**config.mk**
```make
export PLATFORM = sky130hd
export DESIGN_NAME = prio_enc_arb
export DESIGN_NICKNAME = d
export VERILOG_FILES = /design/src/rtl/prio_pkg.sv /design/src/rtl/prio_rr_search.sv /design/src/rtl/prio_enc_arb.sv
export SDC_FILE = /design/constraint.sdc
export NUM_CORES = 1
export LEC_CHECK = 0
export CAP_MARGIN = 20
export CORE_UTILIZATION = 39
export CTS_CLUSTER_DIAMETER = 100
export DETAILED_ROUTE_END_ITERATION = 8
export PLACE_DENSITY = 0.8
export SYNTH_ARGS = -nofsm -noshare
export SYNTH_HDL_FRONTEND = slang
export SYNTH_SLANG_ARGS = --single-unit
export TNS_END_PERCENT = 10
```
**constraint.sdc**
```tcl
create_clock -name clk -period 1.59 [get_ports clk]
set_input_delay 0.477 -clock clk [delete_from_list [all_inputs] [get_ports clk]]
set_output_delay 0.477 -clock clk [all_outputs]
set_load 0.005 [all_outputs]
```
**src/rtl/prio_pkg.sv**
```systemverilog
// Shared constants and helpers for the priority encoder / arbiter.
package prio_pkg;

    localparam int unsigned DefaultN = 8;

    // Encoded index reported when no request is set; truncate to the index width at use.
    localparam logic [31:0] EmptyIdxAll = '1;

    function automatic int unsigned clog2(input int unsigned n);
        int unsigned r;
        int unsigned v;
        r = 0;
        v = n - 1;
        while (v > 0) begin
            r++;
            v = v >> 1;
        end
        return r;
    endfunction

endpackage

```
**src/rtl/prio_rr_search.sv**
```systemverilog
// Combinational rotated priority search: scans ptr-1, ptr-2, ... down to ptr (mod N).
module prio_rr_search
    import prio_pkg::*;
#(
    parameter int unsigned N = DefaultN,
    parameter int unsigned W = clog2(N)
) (
    input  logic [N-1:0] req,
    input  logic [W-1:0] ptr,
    output logic [W-1:0] idx,
    output logic         any
);

    int unsigned      cand;
    logic [W-1:0]     cand_idx;

    always_comb begin
        idx      = EmptyIdxAll[W-1:0];
        any      = 1'b0;
        cand     = 0;
        cand_idx = '0;
        for (int unsigned k = 1; k <= N; k++) begin
            cand     = (32'(ptr) + N - k) % N;
            cand_idx = cand[W-1:0];
            if (!any && req[cand_idx]) begin
                idx = cand_idx;
                any = 1'b1;
            end
        end
    end

endmodule

```
**src/rtl/prio_enc_arb.sv**
```systemverilog
// Registered priority encoder with valid/ready handshake. Fixed priority by default;
// define PRIO_ENC_ARB_RR_EN for round-robin search with a pointer register.
module prio_enc_arb
    import prio_pkg::*;
#(
    parameter int unsigned N = DefaultN
) (
    input  logic                  clk,
    input  logic                  rst_n,
    input  logic                  en,
    input  logic                  in_valid,
    output logic                  in_ready,
    input  logic [N-1:0]          req,
    output logic                  out_valid,
    input  logic                  out_ready,
    output logic [clog2(N)-1:0]   out_idx,
    output logic                  out_any,
    output logic [N-1:0]          out_onehot
);

    localparam int unsigned    W        = clog2(N);
    localparam logic [W-1:0]   EmptyIdx = EmptyIdxAll[W-1:0];

    logic           out_valid_q, out_valid_d;
    logic [W-1:0]   out_idx_q, out_idx_d;
    logic           out_any_q, out_any_d;
    logic [N-1:0]   out_onehot_q, out_onehot_d;

    logic [W-1:0]   search_ptr;
    logic [W-1:0]   search_idx;
    logic           search_any;
    logic [N-1:0]   search_onehot;
    logic           accept;

    // A zero pointer gives the plain highest-index-first order.
`ifdef PRIO_ENC_ARB_RR_EN
    logic [W-1:0]   ptr_q, ptr_d;

    assign search_ptr = ptr_q;

    always_comb begin
        ptr_d = ptr_q;
        if (accept && search_any) begin
            ptr_d = search_idx;
        end
    end

    always_ff @(posedge clk) begin
        if (!rst_n) begin
            ptr_q <= '0;
        end else begin
            ptr_q <= ptr_d;
        end
    end
`else
    assign search_ptr = '0;
`endif

    prio_rr_search #(
        .N (N),
        .W (W)
    ) u_search (
        .req (req),
        .ptr (search_ptr),
        .idx (search_idx),
        .any (search_any)
    );

    assign in_ready = en && rst_n && (!out_valid_q || out_ready);
    assign accept   = in_valid && in_ready;

    always_comb begin
        search_onehot = '0;
        if (search_any) begin
            search_onehot[search_idx] = 1'b1;
        end
    end

    always_comb begin
        out_valid_d  = out_valid_q;
        out_idx_d    = out_idx_q;
        out_any_d    = out_any_q;
        out_onehot_d = out_onehot_q;
        if (accept) begin
            out_valid_d  = 1'b1;
            out_idx_d    = search_idx;
            out_any_d    = search_any;
            out_onehot_d = search_onehot;
        end else if (out_ready) begin
            out_valid_d  = 1'b0;
        end
    end

    always_ff @(posedge clk) begin
        if (!rst_n) begin
            out_valid_q  <= 1'b0;
            out_idx_q    <= EmptyIdx;
            out_any_q    <= 1'b0;
            out_onehot_q <= '0;
        end else begin
            out_valid_q  <= out_valid_d;
            out_idx_q    <= out_idx_d;
            out_any_q    <= out_any_d;
            out_onehot_q <= out_onehot_d;
        end
    end

    assign out_valid  = out_valid_q;
    assign out_idx    = out_idx_q;
    assign out_any    = out_any_q;
    assign out_onehot = out_onehot_q;

endmodule

```
==> flow_metrics.tcl <==
set metrics [dict create \
    p_clk_share_pct 30.0 \
    drt_iter0_drc 9 \
    gp_congestion 0.751 \
    netlist_area_sq_um 603 \
    finalCriticalPeriod_ns 1.61 \
    die_area_sq_um 1710 \
    vias 642 \
    intPower_mw 0.504 \
    synth.area.top_cells "dfxtp_1, a32o_1, nand2_1, a21boi_0, nand3_1" \
    grt_setup_unrepaired "true" \
    cts_buffers 3 \
    overflow 0 \
    r2r_cells 5 \
    die_x_um 41.3 \
    viasPerCell 5.26 \
    grt_pass1_wl_um 2320 \
    syn-instance-count 65 \
    h-tree-depth 1 \
    power_density_nw_per_um2 646 \
    hold_viol 0 \
    synth_area_per_cell_sq_um 9.28 \
    setup_slack_ns -0.0196 \
    fmax_ghz 0.621 \
    grt_max_degree 16 \
    crit_path_max_fanout 2 \
    clkLatencyLatePin_ns 0.27 \
    synth-seq-cells 13 \
    p_leak_nw 0.553 \
    p_comb_share_pct 19.3 \
    p_sw_share_pct 24.4 \
    hold_ws_ns 0.453 \
    syn_to_final_growth_pct 71.2 \
    fin_crit_sh_pct 101 \
    worst_pin_slew_ns 0.320 \
    worstSetupEndpoint "in_ready" \
    seqCellArea_sq_um 268 \
    core_sq_um 1370 \
    wl_um 1570 \
    r2r_end "out_any$_SDFFE_PN0P_" \
    fin_nets 121 \
    grt_pass1_vias 585 \
    cp-start-kind "flip-flop" \
    antenna_found_initial 0 \
    nFillCells 106 \
    setup-tns-final_ns -0.0196 \
    cts_root_buf "clkbuf_4" \
    synth.distinct_cells 27 \
    multi_input_area_sq_um 333 \
    synth_edf_count 0 \
    synth-seq-area-share_pct 43.2 \
    ios 27 \
    grt.total_usage_pct 21.3 \
    wl_per_cell_um 12.9 \
    drtAntennaViolNets 0 \
    hold_buffers 0 \
    hold_path_depth 2 \
    run_status "complete, but fails checks" \
    ys.flop_type "dfxtp_1" \
    p_seq_share_pct 50.7 \
    clock_path_buffers 2 \
    peakVddDrop_uv 458 \
    netlist_top_cells_count "dfxtp_1, nand2_1, nor2_1, nand3_1" \
    setup_viol 1 \
    initial_core_util_pct 44.1 \
    cp.arrival_ns 1.13 \
    synth_warnings 0 \
    critPathKind "flip-flop to output pin" \
    clkTransAtPathRegs_ns 0.07 \
    reg2reg_from "out_valid$_SDFFE_PN0P_" \
    synthArstFlopShare_pct 0 \
    clock-sinks 13 \
    antenna_cells 0 \
    dr.pass1.iters 4 \
    r2r_slack_ns 0.19 \
    syn_nets 78 \
    cts_tree "yes" \
    die_h_um 41.3 \
    report.final.slew_viol_count 0 \
    num_rows 13 \
    violations "setup timing" \
    hold_path.class "flip-flop to flip-flop" \
    dp_hpwl_um 1220 \
    endpoint_kind "output pin" \
    synth_most_common_cell "dfxtp_1" \
    startpoint "out_valid$_SDFFE_PN0P_" \
    critPathRequiredTime_ns 1.11 \
    max_slew_margin_pct 78.4 \
    drive_gt1_share_pct 32.7 \
    maxCapViolCount 0 \
    power.switching_mw 0.163 \
    yosysTopAreaCell "dfxtp_1" \
    port_buffers 26 \
    synth.top_cell.area_share_pct 43.2 \
    drc 0 \
    timing.clock.skew_ns 0.00372 \
]
## cells by family (layout without fill, tap and decap cells)
| group | Yosys count | count (layout) | synth area share [%] |
|---|---|---|---|
| DFF | 13 | 13 | 43.2 |
| buffers and inverters | 4 | 46 | 4.77 |
| AOI/OAI and AO/OA | 17 | 17 | 23.2 |
| and+or+nand+nor | 31 | 31 | 28.8 |
## stage by stage
stage               power [mW]  setup slack, ns  area (sq um)  utilization (%)  std cells
finish                   0.667          -0.0196          1030             75.5        122
global route             0.712          -0.0626          1030             75.5        122
CTS                      0.682          -0.0361          1010             73.6        122
detailed placement       0.478           -0.694           962             70.4        117
global placement         0.474           -0.692           962             70.4        117
floorplan                0.387            0.102           603                -         65
## layer usage
metal  vias up  track usage [%]  part of all wire, %
li1        330                -                    -
met1       287             21.4                   41
met4         0             7.26                 0.44
met3         2             4.79                  4.6
met5         -                0                    0
met2        23             42.2                   54
## cell type report
type / instances / area share, %
Clock buffer: 4 / 2.55
Inverter: 1 / 0.364
Multi-Input combinational cell: 48 / 32.2
Sequential cell: 13 / 25.9
Tap cell: 15 / 1.82
Timing Repair Buffer: 41 / 37.1
## sequential cells by signal, summed over array words and instances (netlist names)
register and flops:
out_any 1, out_valid 1, out_onehot 8, out_idx 3
## worst max-delay path, stage by stage, from the launching register on
cell and delay, ns:
dfxtp_2 0.33, or2b_4 0.26, and3_4 0.18, buf_6 0.11
## timing repair
action	in CTS	in global routing
pin swaps	2	0
buffers inserted	1	0
cloned	0	0
gates resized for setup	27	11
setup endpoints to repair	19	13
## worst min path at each step
| stage | from | to |
|---|---|---|
| 2_1_floorplan | out_onehot[3]$_SDFFE_PN0P_ | out_onehot[3]$_SDFFE_PN0P_ |
| 3_3_place_gp | out_onehot[3]$_SDFFE_PN0P_ | out_onehot[3]$_SDFFE_PN0P_ |
| 3_5_place_dp | out_onehot[3]$_SDFFE_PN0P_ | out_onehot[3]$_SDFFE_PN0P_ |
| 4_1_cts | out_onehot[3]$_SDFFE_PN0P_ | out_onehot[3]$_SDFFE_PN0P_ |
| 5_1_grt | out_onehot[5]$_SDFFE_PN0P_ | out_onehot[5]$_SDFFE_PN0P_ |
| 6_report | out_onehot[3]$_SDFFE_PN0P_ | out_onehot[3]$_SDFFE_PN0P_ |
## cell usage in the layout (no fill, tap or decap), types with 2 or more instances in the layout
master	instances
buf_4	15
dlymetal6s2s_1	10
nand2_1	9
dlygate4sd2_1	9
dfxtp_1	7
nor2_1	6
dfxtp_2	6
nand3_1	5
clkdlybuf4s50_1	5
a32o_1	4
a21boi_0	3
clkbuf_4	3
o211ai_1	2
or3_1	2
a21boi_1	2
## power by group through the flow
| stage | clock [mW] | combinational (mW) | sequential [mW] |
|---|---|---|---|
| floorplan | 0 | 0.0405 | 0.347 |
| global route | 0.233 | 0.139 | 0.340 |
| global placement | 0 | 0.129 | 0.346 |
| finish | 0.200 | 0.129 | 0.339 |
| detailed placement | 0 | 0.132 | 0.346 |
| CTS | 0.212 | 0.131 | 0.339 |
No activity file was read; power rests on OpenSTA's default activity.
